--- src/rtl/l2_norm_vec.sv ---
// Streaming L2-norm engine: accumulates squared samples per vector, then extracts the
// floor square root with a restoring one-bit-per-cycle unit and holds it on a valid/ready output.
module l2_norm_vec #(
    parameter  int DATA_W  = 8,
    parameter  int VEC_LEN = 16,
    parameter  int SIGNED  = 0,
    localparam int ACC_W   = 2*DATA_W + $clog2(VEC_LEN),
    localparam int ROOT_W  = (ACC_W + 1) / 2,
    localparam int CNT_W   = $clog2(VEC_LEN + 1)
) (
    input  logic              i_clk,
    input  logic              i_reset,
    input  logic [DATA_W-1:0] i_in_data,
    input  logic              i_in_valid,
    input  logic              i_in_last,
    output logic              o_in_ready,
    output logic [ROOT_W-1:0] o_out_norm,
    output logic [CNT_W-1:0]  o_out_count,
    output logic              o_out_valid,
    input  logic              i_out_ready
);

    localparam int RAD_W = 2*ROOT_W;
    localparam int REM_W = ROOT_W + 1;
    localparam int IT_W  = $clog2(ROOT_W + 1);

    typedef enum logic [1:0] {S_IDLE, S_ACCUM, S_SQRT, S_HOLD} state_t;

    state_t            r_state;
    logic [ACC_W-1:0]  r_acc;
    logic [CNT_W-1:0]  r_cnt;
    logic [RAD_W-1:0]  r_rad;
    logic [REM_W-1:0]  r_rem;
    logic [ROOT_W-1:0] r_root;
    logic [IT_W-1:0]   r_iter;

    logic signed [DATA_W:0]  w_ext;
    logic [2*DATA_W-1:0]     w_sq;
    logic [ACC_W-1:0]        w_acc_sum;
    logic [CNT_W-1:0]        w_cnt_inc;
    logic                    w_close;
    logic [REM_W+1:0]        w_rem_shift;
    logic [REM_W+1:0]        w_trial;
    logic                    w_fits;
    logic [REM_W-1:0]        w_rem_next;
    logic [ROOT_W-1:0]       w_root_next;

    generate
        if (SIGNED != 0) begin : g_signed
            assign w_ext = {i_in_data[DATA_W-1], i_in_data};
        end else begin : g_unsigned
            assign w_ext = {1'b0, i_in_data};
        end
    endgenerate

    // The true square is non-negative and below 2^(2*DATA_W), so the low product bits are exact.
    assign w_sq      = (2*DATA_W)'(w_ext) * (2*DATA_W)'(w_ext);
    assign w_acc_sum = r_acc + ACC_W'(w_sq);
    assign w_cnt_inc = r_cnt + CNT_W'(1);
    assign w_close   = i_in_last || (w_cnt_inc == CNT_W'(VEC_LEN));

    // One restoring step: bring down two radicand bits, try subtracting (4*root + 1).
    assign w_rem_shift = {r_rem, r_rad[RAD_W-1 -: 2]};
    assign w_trial     = {1'b0, r_root, 2'b01};
    assign w_fits      = (w_rem_shift >= w_trial);
    assign w_rem_next  = w_fits ? REM_W'(w_rem_shift - w_trial) : REM_W'(w_rem_shift);
    assign w_root_next = ROOT_W'({r_root, w_fits});

    always_ff @(posedge i_clk or posedge i_reset) begin
        if (i_reset) begin
            r_state     <= S_IDLE;
            r_acc       <= '0;
            r_cnt       <= '0;
            r_rad       <= '0;
            r_rem       <= '0;
            r_root      <= '0;
            r_iter      <= '0;
            o_in_ready  <= 1'b0;
            o_out_valid <= 1'b0;
            o_out_norm  <= '0;
            o_out_count <= '0;
        end else begin
            case (r_state)
                S_IDLE: begin
                    r_state    <= S_ACCUM;
                    o_in_ready <= 1'b1;
                end
                S_ACCUM: begin
                    if (i_in_valid && o_in_ready) begin
                        r_acc <= w_acc_sum;
                        r_cnt <= w_cnt_inc;
                        if (w_close) begin
                            r_state    <= S_SQRT;
                            o_in_ready <= 1'b0;
                            r_rad      <= RAD_W'(w_acc_sum);
                            r_rem      <= '0;
                            r_root     <= '0;
                            r_iter     <= '0;
                        end
                    end
                end
                S_SQRT: begin
                    r_rad  <= r_rad << 2;
                    r_rem  <= w_rem_next;
                    r_root <= w_root_next;
                    r_iter <= r_iter + IT_W'(1);
                    if (r_iter == IT_W'(ROOT_W - 1)) begin
                        r_state     <= S_HOLD;
                        o_out_norm  <= w_root_next;
                        o_out_count <= r_cnt;
                        o_out_valid <= 1'b1;
                    end
                end
                S_HOLD: begin
                    if (i_out_ready) begin
                        r_state     <= S_ACCUM;
                        o_out_valid <= 1'b0;
                        o_in_ready  <= 1'b1;
                        r_acc       <= '0;
                        r_cnt       <= '0;
                    end
                end
                default: r_state <= S_IDLE;
            endcase
        end
    end

endmodule

--- config.mk ---
export PLATFORM = sky130hd
export DESIGN_NAME = l2_norm_vec
export DESIGN_NICKNAME = d
export VERILOG_FILES = /design/src/rtl/l2_norm_vec.sv
export SDC_FILE = /design/constraint.sdc
export NUM_CORES = 1
export LEC_CHECK = 0
export BUFFER_PORTS_ARGS = -buffer_cell sky130_fd_sc_hd__buf_2
export CORE_UTILIZATION = 60
export DETAILED_ROUTE_END_ITERATION = 6
export PLACE_DENSITY = 0.74
export RECOVER_POWER = 100
export SKIP_CTS_REPAIR_TIMING = 1
export SLEW_MARGIN = 30
export SYNTH_ARGS = -nofsm -noshare
export SYNTH_HDL_FRONTEND = slang
export SYNTH_SLANG_ARGS = --single-unit
--- constraint.sdc ---
create_clock -name i_clk -period 5.5 [get_ports i_clk]
set_input_delay 0.275 -clock i_clk [delete_from_list [all_inputs] [get_ports i_clk]]
set_output_delay 0.275 -clock i_clk [all_outputs]
set_load 0.005 [all_outputs]
==> impl_summary.txt <==
----------------------------------------------------
[Final layout]
  # fillers ... 938
  Footprint of the multi-input gates ... 3970 µm²
  Number of nets at the end of the flow ... 852
  Register area ... 2230 µm²
  Total inserted antenna cells ... 0
  Final design utilization ... 0.655
  Fraction of final layout cells with drive strength greater than 1 ... 0.0739
  Area Growth Syn to Fin ... 6.47%
  Final cell count without fillers ... 884

[Clock network]
  Number of CTS-inserted buffers ... 9
  H-Tree Depth ... 3
  Buffer cell driving the clock tree root ... sky130_fd_sc_hd__clkbuf_8
  Worst skew pair latency ... 0.37 ns
  Clock buffer depth ... 2
  Total number of clock tree sinks ... 89
  Clock Pin Slew Worst Setup and Hold Paths ... 0.09 ns
  CTS tree ... done

[Worst setup path]
  Cell with the largest stage delay on the worst path ... sky130_fd_sc_hd__fa_1
  Cell repeated most along the worst path ... sky130_fd_sc_hd__fa_1
  Worst-path fanout max ... 4
  Crit path buf inv count ... 2
  Worst EP required ... 5.72 ns
  Endpoint kind of the worst setup timing path ... flop
  Data arrival, critical path ... 4.97 ns
  Kind of critical path ... reg -> reg
  CP cell instances ... fa_1, inv_1, fa_1, fa_1, fa_1, inv_1, ha_1, a211o_1, a31o_2, and3_1, o31a_1, o21ai_0, a21oi_1, mux2i_1, o21ai_0
  Kind of launch point of the worst setup path ... flop
  Family with the most delay on the worst path ... adder cells
  Maximum single-stage delay on the critical path ... 0.55 ns

[Floorplanning]
  Initial cell density of the core ... 0.615
  Die Area ... 11,500 µm²
  Die Wd ... 107 µm
  Number of top-level pins ... 30
  Cell row count ... 38
  Core area ... 10,800 µm²
  Die height ... 107 µm

[Global routing]
  First-pass GRT wire length ... 22,700 µm
  Pin count of the biggest net entering global routing ... 74
  Antenna violations before repair ... 0
  Tot GR Track Use ... 0.248
  Congestion Overflow GR ... 0
  Via count of the first global-routing pass ... 4,889

[Routing]
  # DRC ... 2
  Wire length per cell ... 14.7 µm
  Routed Wire Length ... 13,000 µm
  DR iter-0 viols ... 302
  Total iterations of the first detailed-routing run ... 7
  Total via count after detailed routing ... 4,980
  Post-detailed-route count of antenna-violating nets ... 0
  DR vias/cell ... 5.63

[Logic synthesis]
  Share of async-settable or async-resettable flops after synthesis ... 1.00
  Simple-gate share of the synthesized area ... 0.140
  Mapped Nets ... 834
  Seq/Total Area, Yosys ... 0.334
  Synthesized area ... 6670 µm²
  Adder-cell area share of the yosys netlist ... 0.229
  Multiplexer area fraction after synthesis ... 0.0388
  Ys flop type ... sky130_fd_sc_hd__dfrtp_1
  Cell type contributing the most total cell area after synthesis ... sky130_fd_sc_hd__dfrtp_1
  Number of synthesized flops with an enable pin ... 0
  Xor/xnor share of the synthesized area ... 0.0341
  Commonest cells in the netlist ... 94 x sky130_fd_sc_hd__inv_1, 94 x sky130_fd_sc_hd__nand2_1, 89 x sky130_fd_sc_hd__dfrtp_1, 63 x sky130_fd_sc_hd__ha_1, 60 x sky130_fd_sc_hd__o21ai_0
  Instance count of the mapped netlist ... 721
  Compound-cell area share of the yosys netlist ... 0.154
  Synth top area share ... 0.334
  Avg Synthesized Cell Area ... 9.25 µm²
  Combinational family with the most area after synthesis ... adder cells
  Library cells used by synthesis ... 49
  Flip-flop and latch count after synthesis ... 89
  Most area-consuming cells after synthesis ... sky130_fd_sc_hd__dfrtp_1 33%, sky130_fd_sc_hd__ha_1 12%, sky130_fd_sc_hd__fa_1 11%, sky130_fd_sc_hd__inv_1 5.3%, sky130_fd_sc_hd__nand2_1 5.3%
  Yosys Warn Count ... 0

[STA]
  Max-slew violations ... 226
  Final number of setup-violating endpoints ... 0
  Worst slew margin relative to its limit ... -0.918
  Worst-margin pin slew ... 2.88 ns
  Fin crit share ... 0.865
  Final Critical Period ... 4.76 ns
  Layout Skew ... 0.00758 ns
  Worst path setup slack after routing ... 0.741 ns
  Setup repair after global routing missed its margin ... no
  Top achievable clock speed ... 210 MHz
  Final-layout setup total negative slack ... 0 ns
  Total count of hold-check failures in the final report ... 0

[Run status]
  Failing checks ... DRC, capacitance limit, slew limit
  Run status ... finished with violations

[Placed design]
  RePlAce Congestion ... 0.875
  Input/output buffers ... 29
  Post-place setup slack ... 0.435 ns
  Placed cell count ... 867
  DP Wirelength ... 9700 µm

[Worst hold path]
  Hold crit path type ... in -> reg

[Run]
  Max-Cap Viols ... 5

----------------------------------------------------
layer usage:
metal / vias up / routed length (µm) / global-route usage
met3: 12 / 517 / 0.0393
met2: 91 / 6270 / 0.406
met4: 0 / 118 / 0.0548
li1: 2441 / - / -
met1: 2436 / 6090 / 0.348
met5: - / 0 / 0
area by class of cell:
| type | instances | share of cell area |
|---|---|---|
| multi-input cells | 508 | 0.558 |
| repair buffers | 37 | 0.0248 |
| clock inverters | 6 | 0.00934 |
| inverters | 94 | 0.0499 |
| flip-flops and latches | 89 | 0.314 |
| well taps | 140 | 0.0247 |
| clock buffers | 10 | 0.0194 |
flip-flops by register name (all words and copies together) (netlist names):
name and flops:
o_in_ready 1, o_out_count 5, o_out_norm 10, o_out_valid 1
r_acc 20, r_cnt 5, r_iter 4, r_rad 20
r_rem 11, r_root 10, r_state 2
layout by cell type, fill, tap and decap left out, types with 3 or more instances in the layout:
master | netlist | routed
sky130_fd_sc_hd__a21o_1 | 10 | 10
sky130_fd_sc_hd__a21oi_1 | 24 | 24
sky130_fd_sc_hd__a22o_1 | 7 | 7
sky130_fd_sc_hd__a31oi_1 | 5 | 5
sky130_fd_sc_hd__and2_1 | 22 | 20
sky130_fd_sc_hd__and3_1 | 4 | 4
sky130_fd_sc_hd__buf_2 | 1 | 21
sky130_fd_sc_hd__clkbuf_1 | 26 | 13
sky130_fd_sc_hd__clkbuf_8 | 0 | 10
sky130_fd_sc_hd__clkinvlp_4 | 0 | 3
sky130_fd_sc_hd__dfrtp_1 | 89 | 89
sky130_fd_sc_hd__fa_1 | 37 | 37
sky130_fd_sc_hd__ha_1 | 63 | 63
sky130_fd_sc_hd__inv_1 | 94 | 93
sky130_fd_sc_hd__mux2_2 | 7 | 6
sky130_fd_sc_hd__mux2i_1 | 18 | 18
sky130_fd_sc_hd__nand2_1 | 94 | 94
sky130_fd_sc_hd__nand2b_1 | 11 | 10
sky130_fd_sc_hd__nand3_1 | 9 | 9
sky130_fd_sc_hd__nand4_1 | 10 | 10
sky130_fd_sc_hd__nor2_1 | 27 | 27
sky130_fd_sc_hd__nor2b_1 | 10 | 10
sky130_fd_sc_hd__nor3_1 | 3 | 3
sky130_fd_sc_hd__o21a_1 | 5 | 5
sky130_fd_sc_hd__o21ai_0 | 60 | 59
sky130_fd_sc_hd__o311ai_0 | 4 | 4
sky130_fd_sc_hd__o31ai_1 | 22 | 22
sky130_fd_sc_hd__or3_1 | 4 | 4
sky130_fd_sc_hd__xnor2_1 | 18 | 18
sky130_fd_sc_hd__xor2_1 | 8 | 8
final timing paths:
| check | startpoint | to | slack (ns) | cells past startpoint |
|---|---|---|---|---|
| worst max-delay path | r_acc[6] | r_acc[18] | 0.74 | 15 |
| worst min-delay path | i_out_ready | o_out_valid | 0.21 | 4 |
| worst min register to register | r_root[5] | r_root[5] | 0.48 | 2 |
| worst max register to register | r_acc[6] | r_acc[18] | 0.74 | 15 |
| max in group asynchronous | i_reset | o_out_norm[7] | 2.85 | 4 |
| min in group asynchronous | i_reset | o_out_count[4] | 0.64 | 3 |
worst reg2reg max path, stage by stage (launching register included):
cell	delay, ns
sky130_fd_sc_hd__dfrtp_1	0.43
sky130_fd_sc_hd__fa_1	0.55
sky130_fd_sc_hd__inv_1	0.05
sky130_fd_sc_hd__fa_1	0.51
sky130_fd_sc_hd__fa_1	0.43
sky130_fd_sc_hd__fa_1	0.55
sky130_fd_sc_hd__inv_1	0.04
sky130_fd_sc_hd__ha_1	0.33
sky130_fd_sc_hd__a211o_1	0.30
sky130_fd_sc_hd__a31o_2	0.23
sky130_fd_sc_hd__and3_1	0.18
sky130_fd_sc_hd__o31a_1	0.30
sky130_fd_sc_hd__o21ai_0	0.28
sky130_fd_sc_hd__a21oi_1	0.17
sky130_fd_sc_hd__mux2i_1	0.16
sky130_fd_sc_hd__o21ai_0	0.09
kinds of logic after synthesis:
family	count (synthesis)
buffers and inverters	124
multiplexers	25
AND/OR/NAND/NOR	199
adder cells (fa/ha/maj)	100
XOR/XNOR	26
flip-flops	89
AO/OA/AOI/OAI	158
metrics by stage:
stage               instance area (µm²)  hold slack, ns
global placement                   6940           0.277
detailed placement                 6940           0.276
floorplan                          6670           0.440
finish                             7100           0.214
CTS                                7140          -0.122
global route                       7100           0.222
Power is not shown: default switching activity piles up to over one toggle a cycle in this logic, so the estimate is an artifact.
